File: src/rtl/axis_y_reorder.sv
// Column-major to row-major reorder buffer for the systolic array result stream.
// Two ping-pong banks let one matrix fill while the previous one drains.
module axis_y_reorder #(
    parameter int R  = 2,
    parameter int C  = 2,
    parameter int WY = 11
) (
    input  logic            clk,
    input  logic            rst,
    input  logic            s_valid,
    output logic            s_ready,
    input  logic [R*WY-1:0] s_data,
    input  logic            s_last,
    output logic            m_valid,
    input  logic            m_ready,
    output logic [C*WY-1:0] m_data,
    output logic            m_last,
    output logic            err_last
);

    // Handshakes: a beat moves on a rising edge where valid && ready. m_valid
    // and the presented row depend only on registered state, so they hold until
    // accepted; s_ready depends only on registered state and rst.
    localparam int CW = (C > 1) ? $clog2(C) : 1;
    localparam int RW = (R > 1) ? $clog2(R) : 1;
    localparam logic [CW-1:0] WR_LAST = CW'(C - 1);
    localparam logic [RW-1:0] RD_LAST = RW'(R - 1);

    logic [WY-1:0] mem_q [2][R][C];

    logic [1:0]    full_q, full_d;
    logic          wr_sel_q, wr_sel_d;
    logic          rd_sel_q, rd_sel_d;
    logic [CW-1:0] wr_cnt_q, wr_cnt_d;
    logic [RW-1:0] rd_cnt_q, rd_cnt_d;
    logic          err_q, err_d;

    logic          s_fire;
    logic          m_fire;
    logic          wr_wrap;
    logic          rd_wrap;
    logic [CW-1:0] wr_col;

    assign s_ready  = !rst && !full_q[wr_sel_q];
    assign s_fire   = s_valid && s_ready;
    assign m_valid  = full_q[rd_sel_q];
    assign m_fire   = m_valid && m_ready;
    assign wr_wrap  = (wr_cnt_q == WR_LAST);
    assign rd_wrap  = (rd_cnt_q == RD_LAST);
    // The array emits the last column first.
    assign wr_col   = WR_LAST - wr_cnt_q;
    assign m_last   = m_valid && rd_wrap;
    assign err_last = err_q;

    always_comb begin
        m_data = '0;
        for (int c = 0; c < C; c++) begin
            m_data[c*WY +: WY] = mem_q[rd_sel_q][rd_cnt_q][c];
        end
    end

    // A bank completing its fill and the other bank completing its drain in the
    // same cycle touch different full bits, so both updates apply.
    always_comb begin
        full_d   = full_q;
        wr_sel_d = wr_sel_q;
        rd_sel_d = rd_sel_q;
        wr_cnt_d = wr_cnt_q;
        rd_cnt_d = rd_cnt_q;
        err_d    = 1'b0;
        if (s_fire) begin
            err_d = (s_last != wr_wrap);
            if (wr_wrap) begin
                wr_cnt_d         = '0;
                wr_sel_d         = !wr_sel_q;
                full_d[wr_sel_q] = 1'b1;
            end else begin
                wr_cnt_d = wr_cnt_q + 1'b1;
            end
        end
        if (m_fire) begin
            if (rd_wrap) begin
                rd_cnt_d         = '0;
                rd_sel_d         = !rd_sel_q;
                full_d[rd_sel_q] = 1'b0;
            end else begin
                rd_cnt_d = rd_cnt_q + 1'b1;
            end
        end
    end

    always_ff @(posedge clk) begin
        if (rst) begin
            full_q   <= '0;
            wr_sel_q <= 1'b0;
            rd_sel_q <= 1'b0;
            wr_cnt_q <= '0;
            rd_cnt_q <= '0;
            err_q    <= 1'b0;
        end else begin
            full_q   <= full_d;
            wr_sel_q <= wr_sel_d;
            rd_sel_q <= rd_sel_d;
            wr_cnt_q <= wr_cnt_d;
            rd_cnt_q <= rd_cnt_d;
            err_q    <= err_d;
        end
    end

    always_ff @(posedge clk) begin
        if (rst) begin
            for (int b = 0; b < 2; b++) begin
                for (int r = 0; r < R; r++) begin
                    for (int c = 0; c < C; c++) begin
                        mem_q[b][r][c] <= '0;
                    end
                end
            end
        end else if (s_fire) begin
            for (int r = 0; r < R; r++) begin
                mem_q[wr_sel_q][r][wr_col] <= s_data[r*WY +: WY];
            end
        end
    end

endmodule

File: config.mk
export PLATFORM = sky130hd
export DESIGN_NAME = axis_y_reorder
export DESIGN_NICKNAME = d
export VERILOG_FILES = /design/src/rtl/axis_y_reorder.sv
export SDC_FILE = /design/constraint.sdc
export NUM_CORES = 1
export LEC_CHECK = 0
export ABC_AREA = 1
export BUFFER_PORTS_ARGS = -buffer_cell sky130_fd_sc_hd__buf_2
export CAP_MARGIN = 15
export CORE_ASPECT_RATIO = 0.9
export CORE_MARGIN = 4
export CORE_UTILIZATION = 57
export DETAILED_ROUTE_END_ITERATION = 8
export GPL_ROUTABILITY_DRIVEN = 0
export PLACE_DENSITY = 0.79
export SETUP_SLACK_MARGIN = 0.1
export SYNTH_ARGS = -nofsm -noshare
export SYNTH_HDL_FRONTEND = slang
export SYNTH_SLANG_ARGS = --single-unit
File: constraint.sdc
create_clock -name clk -period 3.26 [get_ports clk]
set_input_delay 0.163 -clock clk [delete_from_list [all_inputs] [get_ports clk]]
set_output_delay 0.163 -clock clk [all_outputs]
set_load 0.1 [all_outputs]
### Word level (Yosys, flattened, before mapping)

Memories as Yosys holds them, arrays and structs flattened. A register that Yosys moved wholly into a read port is not among the register bits.
Index checks and enable logic that the tools add are counted.

* output and inout port bits: 26
* word-level logic and storage cells: 68
* bits in registers: 7
* memories: 1
* input bits: 27
* RAM bits: 88

* $lt $le $gt $ge: 7
* reductions and logical operators: 15
* equal/unequal tests: 1
* $add $sub $neg: 3
* bitwise operators: 6
* muxes and demuxes: 29

Memories
* mem_q: depth 2, width 44, read ports 1, clocked after memory_dff 1, write ports 2, line 29 `logic [WY-1:0] mem_q [2][R][C];`

Operators with widths (count)
* two-way mux 22 bit: 5
* two-way mux 44 bit: 1
* OR reduction 44 bit: 1
* two-way mux 1 bit: 15
* demux 11 bit (select 1 bit): 1
* two-way mux 11 bit: 1
* two-way mux 2 bit: 4
* logical AND 1 bit: 7
* greater-or-equal comparator 2 bit (second input constant): 2
* logical NOT 1 bit: 4
* < comparator 1 x 2 -> 1 bit (second input constant): 2
* inverter 1 -> 2 bit: 2
* AND reduction 2 bit: 2
* adder 1 bit (second input constant): 2
* AND 2 bit: 1
* demux 1 bit (select 1 bit): 2
* greater-or-equal comparator 1 bit (second input constant): 2
* < comparator 2 x 1 -> 1 bit (second input constant): 1
* inverter 2 bit: 1
* bitwise OR 2 bit: 1
* OR reduction 2 bit: 1
* inequality test 1 bit: 1
* inverter 1 bit: 1
* subtractor 1 bit (first input constant): 1

### Logic depth before layout (Yosys ltp)

* word-level depth: 10
* gate-level depth with buffers: 8
* mapped depth without buffers: 8

### Worst setup path after synthesis

Ideal clock, no wire load.

* kind: register to output
* from: reg (tool-made name)
* to: out m_data[0]
* slack: 0.697 ns
* arrival: 2.400 ns
* stages on the path, launching flop included: 6
* path buffers: 2
* data required time: 3.097 ns
* path through: dfxtp_1 clkbuf_1 inv_1 clkbuf_1 o21ai_0 o22ai_1

RTL lines
* end: declaration: line 16 `output logic [C*WY-1:0] m_data,`

==> flow_metrics.tcl <==
set metrics [dict create \
    outcome "finished clean" \
    dpl_worst_slack_ns 0.636 \
    power.density_cell_area_nw_per_um2 571 \
    cts_tree "yes" \
    clock_tree.buffer_depth 2 \
    timing.critical_path.to_type "flop" \
    finalSetupTns_ns 0 \
    static_leakage_nw 1.95 \
    synth_seq_cells 96 \
    htree_num_levels 3 \
    fp.coreArea_um2 6760 \
    antenna_found_initial 0 \
    max_clock_freq_mhz 351 \
    critical_path.cell_chain "dlygate4sd3_1, buf_2, inv_1, nand2_1, nor2_2, nand4_1, nand2_1" \
    place.port_buffers 52 \
    tightest_slew_ns 1.02 \
    dp.final_hpwl_mm 5.61 \
    die_area_um2 8540 \
    cpPeakStageDelay_ns 0.86 \
    initial_utilization_pct 60.1 \
    postPlaceCellArea_um2 4390 \
    overflow_after_grt 0 \
    cts_root_buffer "clkbuf_8" \
    clkSinkCount 96 \
    combPwrFrac_pct 15.0 \
    ant_nets 0 \
    post_drt_wl_per_cell_um 16.7 \
    clock_power_share_pct 29.3 \
    syn-cell-area_um2 4060 \
    slew_headroom_pct 31.6 \
    fraction_of_layout_cells_with_a_size_suffix_above_1_pct 17.3 \
    cp_num_buf_inv 3 \
    routed-via-count 2919 \
    synth_largest_area_cell "edfxtp_1" \
    grt_setup_unrepaired "no" \
    timing.final.crit_share_pct 87.4 \
    drt_pre_antenna_iters 5 \
    die_h_um 88.1 \
    net_count_synth 412 \
    synth_top_cells_by_area "edfxtp_1, nor2_1, o21ai_0" \
    worst_skew_pair.late_latency_ns 0.36 \
    area.growth.synth_to_final_pct 13.0 \
    critical_path.startpoint_type "primary input" \
    worst_path_dominant_cell_family "simple AND/OR/NAND/NOR gates" \
    grt_pass1_wl_mm 14.5 \
    via_count_of_the_first_global_routing_pass 2910 \
    finalInstanceArea_um2 4590 \
    finalCriticalPeriod_ns 2.85 \
    netlist-cell-type-count 20 \
    yosys_warnings 0 \
    netlist_instances 385 \
    worstPathRequired_ns 3.24 \
    routed_wl_mm 8.87 \
    io-pin-count 53 \
    worst_clock_skew_ns 0.00731 \
    die_width_um 97.0 \
    path_class "primary input to flop" \
    rows 28 \
    nets 462 \
    grt_start_max_net_pins 31 \
    netlist.area_leader.share_pct 65.0 \
    timing.final.ws_setup_ns 0.410 \
    grt.total_usage_pct 21.8 \
    number_of_max_cap_violations 0 \
    cpMostUsedCell "nand2_1" \
    cts.clk_slew.worst_paths_ns 0.09 \
    setup_violations 0 \
    slowest_stage "nand2_1" \
    vias_per_cell 5.51 \
    initial_drt_markers 268 \
    hold_path_class "primary input to flop" \
    peakVddDrop_mv 0.338 \
    report.final.slew_viol_count 0 \
    timing.critical_path.fanout_max 13 \
    power.switching_fraction_pct 28.3 \
    final_util_pct 67.9 \
    cell_internal_pwr_w 0.00188 \
    ys_seq_area_share_pct 69.0 \
    n_antenna_cell 0 \
    detail_route.drc_violations 0 \
    numCtsBuffers 9 \
    timing.final.hold_violations 0 \
    p_seq_share_pct 55.7 \
    post_synth.cell_area_avg_um2 10.6 \
    power.switching_w 0.000741 \
    ff2ff_setup_slack_ns 0.68 \
    worst_ep_arrival_time_ns 2.83 \
]
==> stage by stage <==
stage               hold WS, ns  total power [W]  instances
floorplan                 0.232          0.00179        385
global placement          0.356          0.00187        513
detailed placement        0.356          0.00188        513
CTS                      0.0742          0.00262        530
global route             0.0719          0.00271        530
finish                   0.0766          0.00262        530
==> cells by family after synthesis <==
kind of cell	synth area share [%]
compound gates	9.73
xor+xnor	0.216
buf+inv	5.54
flops	69.0
mux	0.246
simple gates	15.3
==> cell usage in the layout (no fill, tap or decap), types with 3 or more instances in the layout <==
cell type	n
dfxtp_1	8
nor2_1	129
clkbuf_1	3
o22ai_1	22
nand3_1	3
nand2_1	23
buf_4	8
a21oi_1	4
clkbuf_8	10
o21ai_0	46
buf_2	52
edfxtp_1	88
inv_1	31
nand4_1	3
==> worst reg2reg max path, stage by stage (launching register included) <==
cell and delay, ns:
dfxtp_1 0.45, nor2_1 0.09, nor2_2 0.18, nand4_1 0.62, nand2_1 0.86
==> cells in the mapped netlist, drive strengths merged <==
library cell,instances
nor2,131
edfxtp,88
o21ai,46
inv,31
nand2,24
o22ai,22
buf,12
clkbuf,10
dfxtp,8
a21oi,4
nand3,3
nand4,3
mux2i,1
o21bai,1
xnor2,1
==> final timing paths <==
check | startpoint | endpoint | cells past startpoint
setup reg to reg | wr_sel_q | mem_q[1][13] | 4
hold / removal | s_last | err_last | 3
setup / recovery | rst | mem_q[1][13] | 7
hold reg to reg | rd_sel_q | rd_sel_q | 2
==> sequential cells by signal, indices dropped and copies added, names as in the netlist, named ones only <==
register  cells
wr_sel_q      1
rd_cnt_q      1
wr_cnt_q      1
full_q        2
mem_q        88
err_last      1
rd_sel_q      1
==> routing by layer <==
layer	GRT usage (%)	wire length [um]	up-vias
li1	-	-	1400
met1	29.7	3800	1401
met2	36.6	4370	106
met3	3.03	579	12
met4	7.78	114	0
met5	0	0	-
==> power groups by stage <==
stage / registers, W / logic (W) / clock network (W)
2_1_floorplan: 0.00149 / 0.000304 / 0
3_3_place_gp: 0.00148 / 0.000388 / 0
3_5_place_dp: 0.00149 / 0.000393 / 0
4_1_cts: 0.00146 / 0.000395 / 0.000763
5_1_grt: 0.00147 / 0.000419 / 0.000822
6_report: 0.00146 / 0.000394 / 0.000767
==> final cells by class <==
type                    count  area, um^2
multi-input cells         236        1040
repair buffers             61         330
clock buffers              13         149
fillers                   527        2170
clock inverters             3        42.5
flip-flops and latches     96        2800
well taps                  90         113
inverters                  31         116
==> what timing repair did <==
action                                 in CTS  in global routing
gates resized for setup                     0                  0
setup buffers                               0                  0
endpoints found under the hold margin       2                  0
hold buffers                                1                  0
No activity file was read; power rests on OpenSTA's default activity.
